$ cat config.mk
export PLATFORM = sky130hd
export DESIGN_NAME = pipeline_sequencer
export DESIGN_NICKNAME = d
export VERILOG_FILES = /design/src/rtl/pipeline_sequencer_pkg.sv /design/src/rtl/pipeline_sequencer_load_use_detector.sv /design/src/rtl/pipeline_sequencer.sv
export SDC_FILE = /design/constraint.sdc
export NUM_CORES = 1
export LEC_CHECK = 0
export CORE_AREA = 2 2 74 76
export CTS_CLUSTER_DIAMETER = 100
export DETAILED_ROUTE_END_ITERATION = 7
export DIE_AREA = 0 0 76 78
export PLACE_DENSITY_LB_ADDON = 0.1
export RECOVER_POWER = 25
export SLEW_MARGIN = 20
export SYNTH_ARGS = -nofsm -noshare
export SYNTH_HDL_FRONTEND = slang
export SYNTH_SLANG_ARGS = --single-unit
$ cat constraint.sdc
create_clock -name i_clk -period 1.99 [get_ports i_clk]
set_input_delay 0.2985 -clock i_clk [delete_from_list [all_inputs] [get_ports i_clk]]
set_output_delay 0.2985 -clock i_clk [all_outputs]
set_load 0.02 [all_outputs]
$ cat src/rtl/pipeline_sequencer_pkg.sv
// Shared types and constants for the pipeline sequencer.
// State encodings, drain length and register-zero id.
package pipeline_sequencer_pkg;

  typedef enum logic [2:0] {
    ST_IDLE,
    ST_RUN,
    ST_STEP,
    ST_DRAIN,
    ST_HALTED
  } state_e;

  localparam logic [1:0] DRAIN_CYCLES = 2'd3;
  localparam logic [4:0] REG_ZERO     = 5'd0;

  typedef struct packed {
    logic pipe_en;
    logic pc_we;
    logic ifid_we;
    logic ifid_flush;
    logic idex_flush;
  } ctrl_t;

endpackage

$ cat src/rtl/pipeline_sequencer_load_use_detector.sv
// Load-use hazard compare between EX load and ID sources.
// Register zero never creates a dependency.
module load_use_detector
  import pipeline_sequencer_pkg::*;
(
  input  logic       ex_load,
  input  logic [4:0] ex_rt,
  input  logic [4:0] id_rs,
  input  logic [4:0] id_rt,
  output logic       stall
);

  assign stall = ex_load
               & (ex_rt != REG_ZERO)
               & ((ex_rt == id_rs) | (ex_rt == id_rt));

endmodule

$ cat src/rtl/pipeline_sequencer.sv
// Run/step/drain sequencer with load-use stall and halt drain.
// Outputs decode combinationally from state and ID/EX inputs.
module pipeline_sequencer
  import pipeline_sequencer_pkg::*;
(
  input  logic        i_clk,
  input  logic        i_rst,
  input  logic        i_run,
  input  logic        i_step,
  input  logic [4:0]  i_id_rs,
  input  logic [4:0]  i_id_rt,
  input  logic        i_id_halt,
  input  logic        i_id_branch_taken,
  input  logic        i_ex_load,
  input  logic [4:0]  i_ex_rt,
  output logic        o_pipe_en,
  output logic        o_pc_we,
  output logic        o_ifid_we,
  output logic        o_ifid_flush,
  output logic        o_idex_flush,
  output logic        o_halted,
  output logic        o_busy,
  output logic [31:0] o_cycle_cnt
);

  state_e      state_q, state_d;
  logic [1:0]  drain_q, drain_d;
  logic [31:0] cnt_q;
  logic        raw_stall;
  logic        active;
  logic        stall;
  logic        halt_det;
  logic        br_go;
  logic        flow_go;
  ctrl_t       ctrl;

  load_use_detector u_lud (
    .ex_load (i_ex_load),
    .ex_rt   (i_ex_rt),
    .id_rs   (i_id_rs),
    .id_rt   (i_id_rt),
    .stall   (raw_stall)
  );

  assign active   = (state_q == ST_RUN) | (state_q == ST_STEP);
  assign stall    = active & raw_stall;
  assign halt_det = active & i_id_halt & ~raw_stall;
  assign br_go    = active & ~raw_stall & ~i_id_halt
                  & i_id_branch_taken;
  assign flow_go  = active & ~raw_stall & ~i_id_halt
                  & ~i_id_branch_taken;

  always_ff @(posedge i_clk) begin
    if (i_rst) begin
      state_q <= ST_IDLE;
      drain_q <= 2'd0;
      cnt_q   <= 32'd0;
    end else begin
      state_q <= state_d;
      drain_q <= drain_d;
      if (ctrl.pipe_en && cnt_q != 32'hFFFF_FFFF)
        cnt_q <= cnt_q + 32'd1;
    end
  end

  always_comb begin
    state_d = state_q;
    drain_d = drain_q;
    unique case (state_q)
      ST_IDLE: begin
        if (i_run)       state_d = ST_RUN;
        else if (i_step) state_d = ST_STEP;
      end
      ST_RUN: begin
        if (halt_det) begin
          state_d = ST_DRAIN;
          drain_d = DRAIN_CYCLES;
        end
      end
      ST_STEP: begin
        if (halt_det) begin
          state_d = ST_DRAIN;
          drain_d = DRAIN_CYCLES;
        end else begin
          state_d = ST_IDLE;
        end
      end
      ST_DRAIN: begin
        drain_d = drain_q - 2'd1;
        if (drain_q == 2'd1) state_d = ST_HALTED;
      end
      ST_HALTED: ;
      default: state_d = ST_IDLE;
    endcase
  end

  // Terms are mutually exclusive; stall already masks halt and branch.
  always_comb begin
    ctrl = '0;
    unique case (1'b1)
      stall:    ctrl = '{1'b1, 1'b0, 1'b0, 1'b0, 1'b1};
      halt_det: ctrl = '{1'b1, 1'b0, 1'b0, 1'b1, 1'b1};
      br_go:    ctrl = '{1'b1, 1'b1, 1'b1, 1'b1, 1'b0};
      flow_go:  ctrl = '{1'b1, 1'b1, 1'b1, 1'b0, 1'b0};
      (state_q == ST_DRAIN):
                ctrl = '{1'b1, 1'b0, 1'b0, 1'b1, 1'b1};
      default:  ctrl = '0;
    endcase
  end

  assign o_pipe_en    = ctrl.pipe_en;
  assign o_pc_we      = ctrl.pc_we;
  assign o_ifid_we    = ctrl.ifid_we;
  assign o_ifid_flush = ctrl.ifid_flush;
  assign o_idex_flush = ctrl.idex_flush;
  assign o_halted     = (state_q == ST_HALTED);
  assign o_busy       = active | (state_q == ST_DRAIN);
  assign o_cycle_cnt  = cnt_q;

endmodule

# ---- Yosys cells after proc, flatten, opt, wreduce, memory -nomap -nowiden
# Cells that the tools add are included.
dict set report word_totals {
  register_bits 37
  latch_bits 0
  ramBits 0
  rom_bits 0
  in_bits 22
  output_inout_bits 39
  wordCells 50
  memories 0
}
dict set report classes {
  add_sub_neg 2
  n_mul 0
  n_div 0
  magnitude_cmp 0
  eq_ne 12
  shift 0
  muxes 9
  bitwise 16
  reduce_logical 8
}
# cell n
set op_table {}
lappend op_table {{32-bit by 1-bit adder with 32-bit output, second input constant} 1}
lappend op_table {{32-bit != test, second input constant} 1}
lappend op_table {{5-bit case mux with 4 select lines} 1}
lappend op_table {{3-bit case mux with 5 select lines} 1}
lappend op_table {{3-bit 2-to-1 mux} 4}
lappend op_table {{5-bit equality test} 2}
lappend op_table {{1-bit AND} 9}
lappend op_table {{3-bit by 2-bit equality test with 1-bit output, second input constant} 2}
lappend op_table {{5-bit nonzero test} 1}
lappend op_table {{2-bit 2-to-1 mux} 2}
lappend op_table {{2-bit != test, second input constant} 2}
lappend op_table {{1-bit NOT} 4}
lappend op_table {{2-bit case mux with 2 select lines} 1}
lappend op_table {{4-bit AND reduction} 1}
lappend op_table {{2-bit OR reduction} 2}
lappend op_table {{3-bit by 1-bit equality test with 1-bit output, second input constant} 1}
lappend op_table {{3-bit equality test, second input constant} 1}
lappend op_table {{3-bit logical NOT} 1}
lappend op_table {{3-bit != test, second input constant} 1}
lappend op_table {{1-bit OR} 3}
lappend op_table {{2-bit by 1-bit equality test with 1-bit output, second input constant} 1}
lappend op_table {{2-bit by 1-bit != test with 1-bit output, second input constant} 1}
lappend op_table {{2-bit AND reduction} 1}
lappend op_table {{2-bit nonzero test} 1}
lappend op_table {{other kinds (2)} 2}

# ---- Longest topological paths before layout
dict set report logic_depth {
  word_depth 9
  depth_mapped 9
  depth_no_buf 8
}

# ---- By module
# Synthesis repeated with hierarchy kept, for this count alone.
dict set report unflattened {
  cells_unflattened 261
  area_unflattened_um2 2122.0
}
# mod instances cells_per_inst area_each_um2 seq_area_each_um2
set modules_own_cells {}
lappend modules_own_cells {pipeline_sequencer 1 244 1996.9 740.7}
lappend modules_own_cells {load_use_detector 1 17 125.1 0.0}

# ---- Least setup slack after synthesis
# Ideal clock, no wire load.
dict set report synth_timing {
  kind {input to output}
  startpoint {input port i_ex_rt[0]}
  endpoint {output port o_ifid_flush}
  arrival_ns 2.117
  required_ns 1.691
  setup_slack_ns -0.425
  cell_stages 5
  path_buffers 0
  path_cell_list {or4_1 o21a_1 a21o_1 nor3_1 a211o_1}
}
dict set report synth_between {
  elab_chain_len 8
  word_cells_on_any_way 15
  cone_classes {eq/ne (2); mux (1); bitwise (10); reduce/logical (2)}
}
# element line
set synth_lines {}
lappend synth_lines {{start: declaration} pipeline_sequencer.sv:15} ;# input logic [4:0] i_ex_rt,
lappend synth_lines {{5-bit equality test / 5-bit nonzero test (equally long branches)} {pipeline_sequencer_load_use_detector.sv:15, pipeline_sequencer_load_use_detector.sv:14}}
lappend synth_lines {{1-bit OR / 1-bit AND (equally long branches)} {pipeline_sequencer_load_use_detector.sv:15, pipeline_sequencer_load_use_detector.sv:14}}
lappend synth_lines {{1-bit AND *} pipeline_sequencer_load_use_detector.sv:15} ;# & ((ex_rt == id_rs) | (ex_rt == id_rt));
lappend synth_lines {{1-bit NOT} {pipeline_sequencer.sv:47, pipeline_sequencer.sv:48, pipeline_sequencer.sv:50}}
lappend synth_lines {{1-bit AND (2 in a row)} {pipeline_sequencer.sv:48, pipeline_sequencer.sv:50}}
lappend synth_lines {{1-bit AND (on tied branches)} {pipeline_sequencer.sv:51, pipeline_sequencer.sv:49}}
lappend synth_lines {{5-bit case mux with 4 select lines *} pipeline_sequencer.sv:100} ;# unique case (1'b1)
lappend synth_lines {{end: declaration} pipeline_sequencer.sv:19} ;# output logic o_ifid_flush,
# Every way passes the cells marked *; elsewhere a longest branch is shown, timed or not.

# ---- Worst setup path in the final report
dict set report layout_timing {
  startpoint {input port i_ex_rt[2]}
  endpoint {output port o_idex_flush}
}
dict set report layout_between {
  elab_chain_len 8
  word_cells_on_any_way 15
  cone_classes {eq/ne (2); mux (1); bitwise (10); reduce/logical (2)}
}
# element line
set layout_lines {}
lappend layout_lines {{5-bit equality test / 5-bit nonzero test (equally long branches)} {pipeline_sequencer_load_use_detector.sv:15, pipeline_sequencer_load_use_detector.sv:14}}
lappend layout_lines {{1-bit OR / 1-bit AND (equally long branches)} {pipeline_sequencer_load_use_detector.sv:15, pipeline_sequencer_load_use_detector.sv:14}}
lappend layout_lines {{1-bit AND *} pipeline_sequencer_load_use_detector.sv:15}
lappend layout_lines {{1-bit NOT} {pipeline_sequencer.sv:47, pipeline_sequencer.sv:48, pipeline_sequencer.sv:50}}
lappend layout_lines {{1-bit AND (2 in a row)} {pipeline_sequencer.sv:48, pipeline_sequencer.sv:50}}
lappend layout_lines {{1-bit AND (on tied branches)} {pipeline_sequencer.sv:51, pipeline_sequencer.sv:49}}
lappend layout_lines {{5-bit case mux with 4 select lines *} pipeline_sequencer.sv:100}
lappend layout_lines {{end: declaration} pipeline_sequencer.sv:20} ;# output logic o_idex_flush,
# Marks and branches as above.

==> results.json <==
{
  "drc_errors": 0,
  "total_leakage_power_nw": 1.44,
  "crit_path_cell_trace": "buf_6 -> or4_4 -> o21a_1 -> a21o_1 -> buf_6 -> o21ai_2 -> a21oi_2 -> buf_4",
  "ir_drop_uv": 392,
  "dp_cells": 440,
  "grtUsageTotal_pct": 20.6,
  "clock_pin_slew_worst_setup_and_hold_paths_ns": 0.07,
  "drv_slew": 0,
  "clockPowerShare_pct": 34.4,
  "hp_class": "flip-flop to flip-flop",
  "post_synthesis_cell_type_count": 50,
  "grt_remaining_overflow": 0,
  "cts-root-buf": "sky130_fd_sc_hd__clkbuf_8",
  "critPathMaxFanout": 2,
  "netlist_top_cells_area": "sky130_fd_sc_hd__dfxtp_1 (35%), sky130_fd_sc_hd__xnor2_1 (9.1%), sky130_fd_sc_hd__nor2_1 (5.0%)",
  "timing.final.hold_violations": 0,
  "layout_setup_ws_ns": -0.0601,
  "gpl.final_weighted_congestion": 0.872,
  "ant_nets": 0,
  "synth_top_cell_by_area": "sky130_fd_sc_hd__dfxtp_1",
  "cp_launch_type": "input pin",
  "clock.fmax_ghz": 0.488,
  "synth.top_cell.area_share_pct": 35.0,
  "detailedRoute.firstPassIterationCount": 4,
  "yosys.cell_count.top_type": "sky130_fd_sc_hd__dfxtp_1",
  "synthesis.nets": 281,
  "cp_data_required_time_ns": 1.69,
  "layout_cells_excl_fill": 452,
  "drt-vias-per-instance": 5.14,
  "clock-sinks": 37,
  "finalSetupTns_ns": -0.102,
  "critical-path-top-delay-family": "compound AO/OA/AOI/OAI gates",
  "postSynthRegisterBits": 37,
  "pwr-share-comb_pct": 23.6,
  "cts-buffers-inserted": 5,
  "finish.net_count": 405,
  "max_stage_delay_ns": 0.51,
  "detailedRoute.firstIterationViolations": 127,
  "grt_antenna_before_repair": 0,
  "first_global_vias": 2274,
  "routed_wl_um": 6050,
  "power.density_nw_per_um2": 521,
  "synthesis.area_per_instance_um2": 8.24,
  "cp.buffers_inverters": 3,
  "slowest_library_cell_on_the_worst_path": "sky130_fd_sc_hd__or4_4",
  "dominantRegCellSynth": "sky130_fd_sc_hd__dfxtp_1",
  "design_power_total_mw": 1.86,
  "h-tree-depth": 2,
  "seqPwrFrac_pct": 42.0,
  "portBuffers": 60,
  "grt_setup_unrepaired": "yes",
  "initial_utilization_pct": 42.0,
  "worst_hold_slack_ns": 0.501,
  "die_area_um2": 5930,
  "placement_rows": 26,
  "power_internal_mw": 1.33,
  "slew-limit-headroom_pct": 75.3,
  "setup_viol": 2,
  "die_h_um": 78,
  "antenna_cells_inserted": 0,
  "syn-instance-count": 257,
  "share_of_the_yosys_chip_area_belonging_to_registers_pct": 35.0,
  "detail_route.wl_per_cell_um": 13.4,
  "hpwl_um": 4330,
  "detailroute.via_count": 2325,
  "cell_area_after_technology_mapping_um2": 2120,
  "ios": 61,
  "synth_enable_flop_cells": 0,
  "global_route_wire_length_before_repair_um": 10100,
  "timing.reg2reg.setup_slack_ns": 0.02,
  "p_sw_mw": 0.523,
  "area_growth_syn_to_layout_pct": 68.2,
  "core_area_um2": 5040,
  "failed_checks": "negative setup slack",
  "yosysWarningCount": 0,
  "run_status": "finished, violations left",
  "synth_common_cells": "sky130_fd_sc_hd__dfxtp_1 (37), sky130_fd_sc_hd__nor2_1 (28), sky130_fd_sc_hd__xnor2_1 (22)",
  "timing_worst_slew_pin_value_ns": 0.370,
  "post-place-ws_ns": -0.859,
  "postSynth.asyncResetShare_pct": 0,
  "cts_tree": "yes",
  "end_kind": "output port",
  "period_needed_ns": 2.05,
  "drive_above_1_share_pct": 36.6,
  "critical_path_arrival_ns": 1.75,
  "power_switching_share_pct": 28.2,
  "die_width_um": 76,
  "timing.final.crit_share_pct": 103,
  "clock_insertion_delay_worst_skew_ns": 0.29,
  "clockBufferDepth": 2,
  "criticalPathCategory": "input pin to output port",
  "grt_start_max_net_pins": 24,
  "timing.max_cap.violations": 0,
  "critical_path.most_common_cell": "sky130_fd_sc_hd__buf_6",
  "skew_ns": 0.00577
}
==> final cells by class <==
type                            count  area, um2
Fill cell                         416       1480
Clock inverter                      1       7.51
Tap cell                           70       87.6
Inverter                            8       31.3
Clock buffer                        7        108
Sequential cell                    37        772
Timing Repair Buffer              128       1110
Multi-Input combinational cell    201       1450
==> logic make-up (layout without fill, tap and decap cells) <==
group                      Yosys count  after routing  share of synthesized area, %
AOI/OAI and AO/OA                   49             49                          14.5
xor gates and xnor gates            28             28                          11.6
adders and majority gates            2              2                          1.18
buffers and inverters               19            144                          4.73
DFF                                 37             37                          35.0
muxes                                4              4                          2.19
and+or+nand+nor                    118            118                          30.9
==> path summary, 6_finish.rpt <==
path / from / to / depth (start not counted)
max: i_ex_rt[2] / o_idex_flush / 8
min: drain_q[0]$_SDFFE_PP0P_ / drain_q[0]$_SDFFE_PP0P_ / 1
max reg2reg: o_cycle_cnt[4]$_SDFFE_PP0P_ / o_cycle_cnt[29]$_SDFFE_PP0P_ / 7
min reg2reg: drain_q[0]$_SDFFE_PP0P_ / drain_q[0]$_SDFFE_PP0P_ / 1
==> metrics by stage <==
stage	instance area (um2)	utilization [%]
after global routing	3560	70.7
after global placement	3300	65.5
after CTS	3440	68.3
after detailed placement	3300	65.5
after floorplan	2190	-
final	3560	70.7
==> what timing repair did <==
action,in CTS,in global routing
resized for setup,56,30
setup endpoints to repair,16,21
buffers inserted,3,2
pin swaps,20,21
hold buffers,0,0
cloned,0,0
==> layout by cell type (no fill, tap or decap), drive strengths merged, types with 4 or more instances in the layout <==
cell            n
buf            73
dfxtp          37
nor2           28
clkdlybuf4s50  27
xnor2          22
nand2          19
a21oi          18
nand3          17
dlygate4sd3    13
nor3           12
o21ai          11
dlygate4sd2    10
clkbuf         10
or4             9
o31ai           7
inv             7
xor2            6
nand4           6
and3            5
or3             5
and4            4
==> flip-flops by register name, indices dropped and copies added (netlist names) <==
name,cells
o_cycle_cnt,32
state_q,3
drain_q,2
==> per-layer routing <==
metal | global-route usage [%] | wire length [um] | share of wire, %
met1 | 26.5 | 2790 | 46
met2 | 35.1 | 2910 | 48
met3 | 3.49 | 238 | 3.9
met4 | 6.91 | 110 | 1.8
met5 | 0 | 0 | 0
==> power groups by stage <==
stage | logic, mW | clock network, mW | registers, mW
floorplan | 0.210 | 0 | 0.809
global placement | 0.427 | 0 | 0.797
detailed placement | 0.433 | 0 | 0.797
CTS | 0.429 | 0.648 | 0.780
global route | 0.479 | 0.686 | 0.784
finish | 0.438 | 0.638 | 0.780
(Power assumes the default switching activity.)
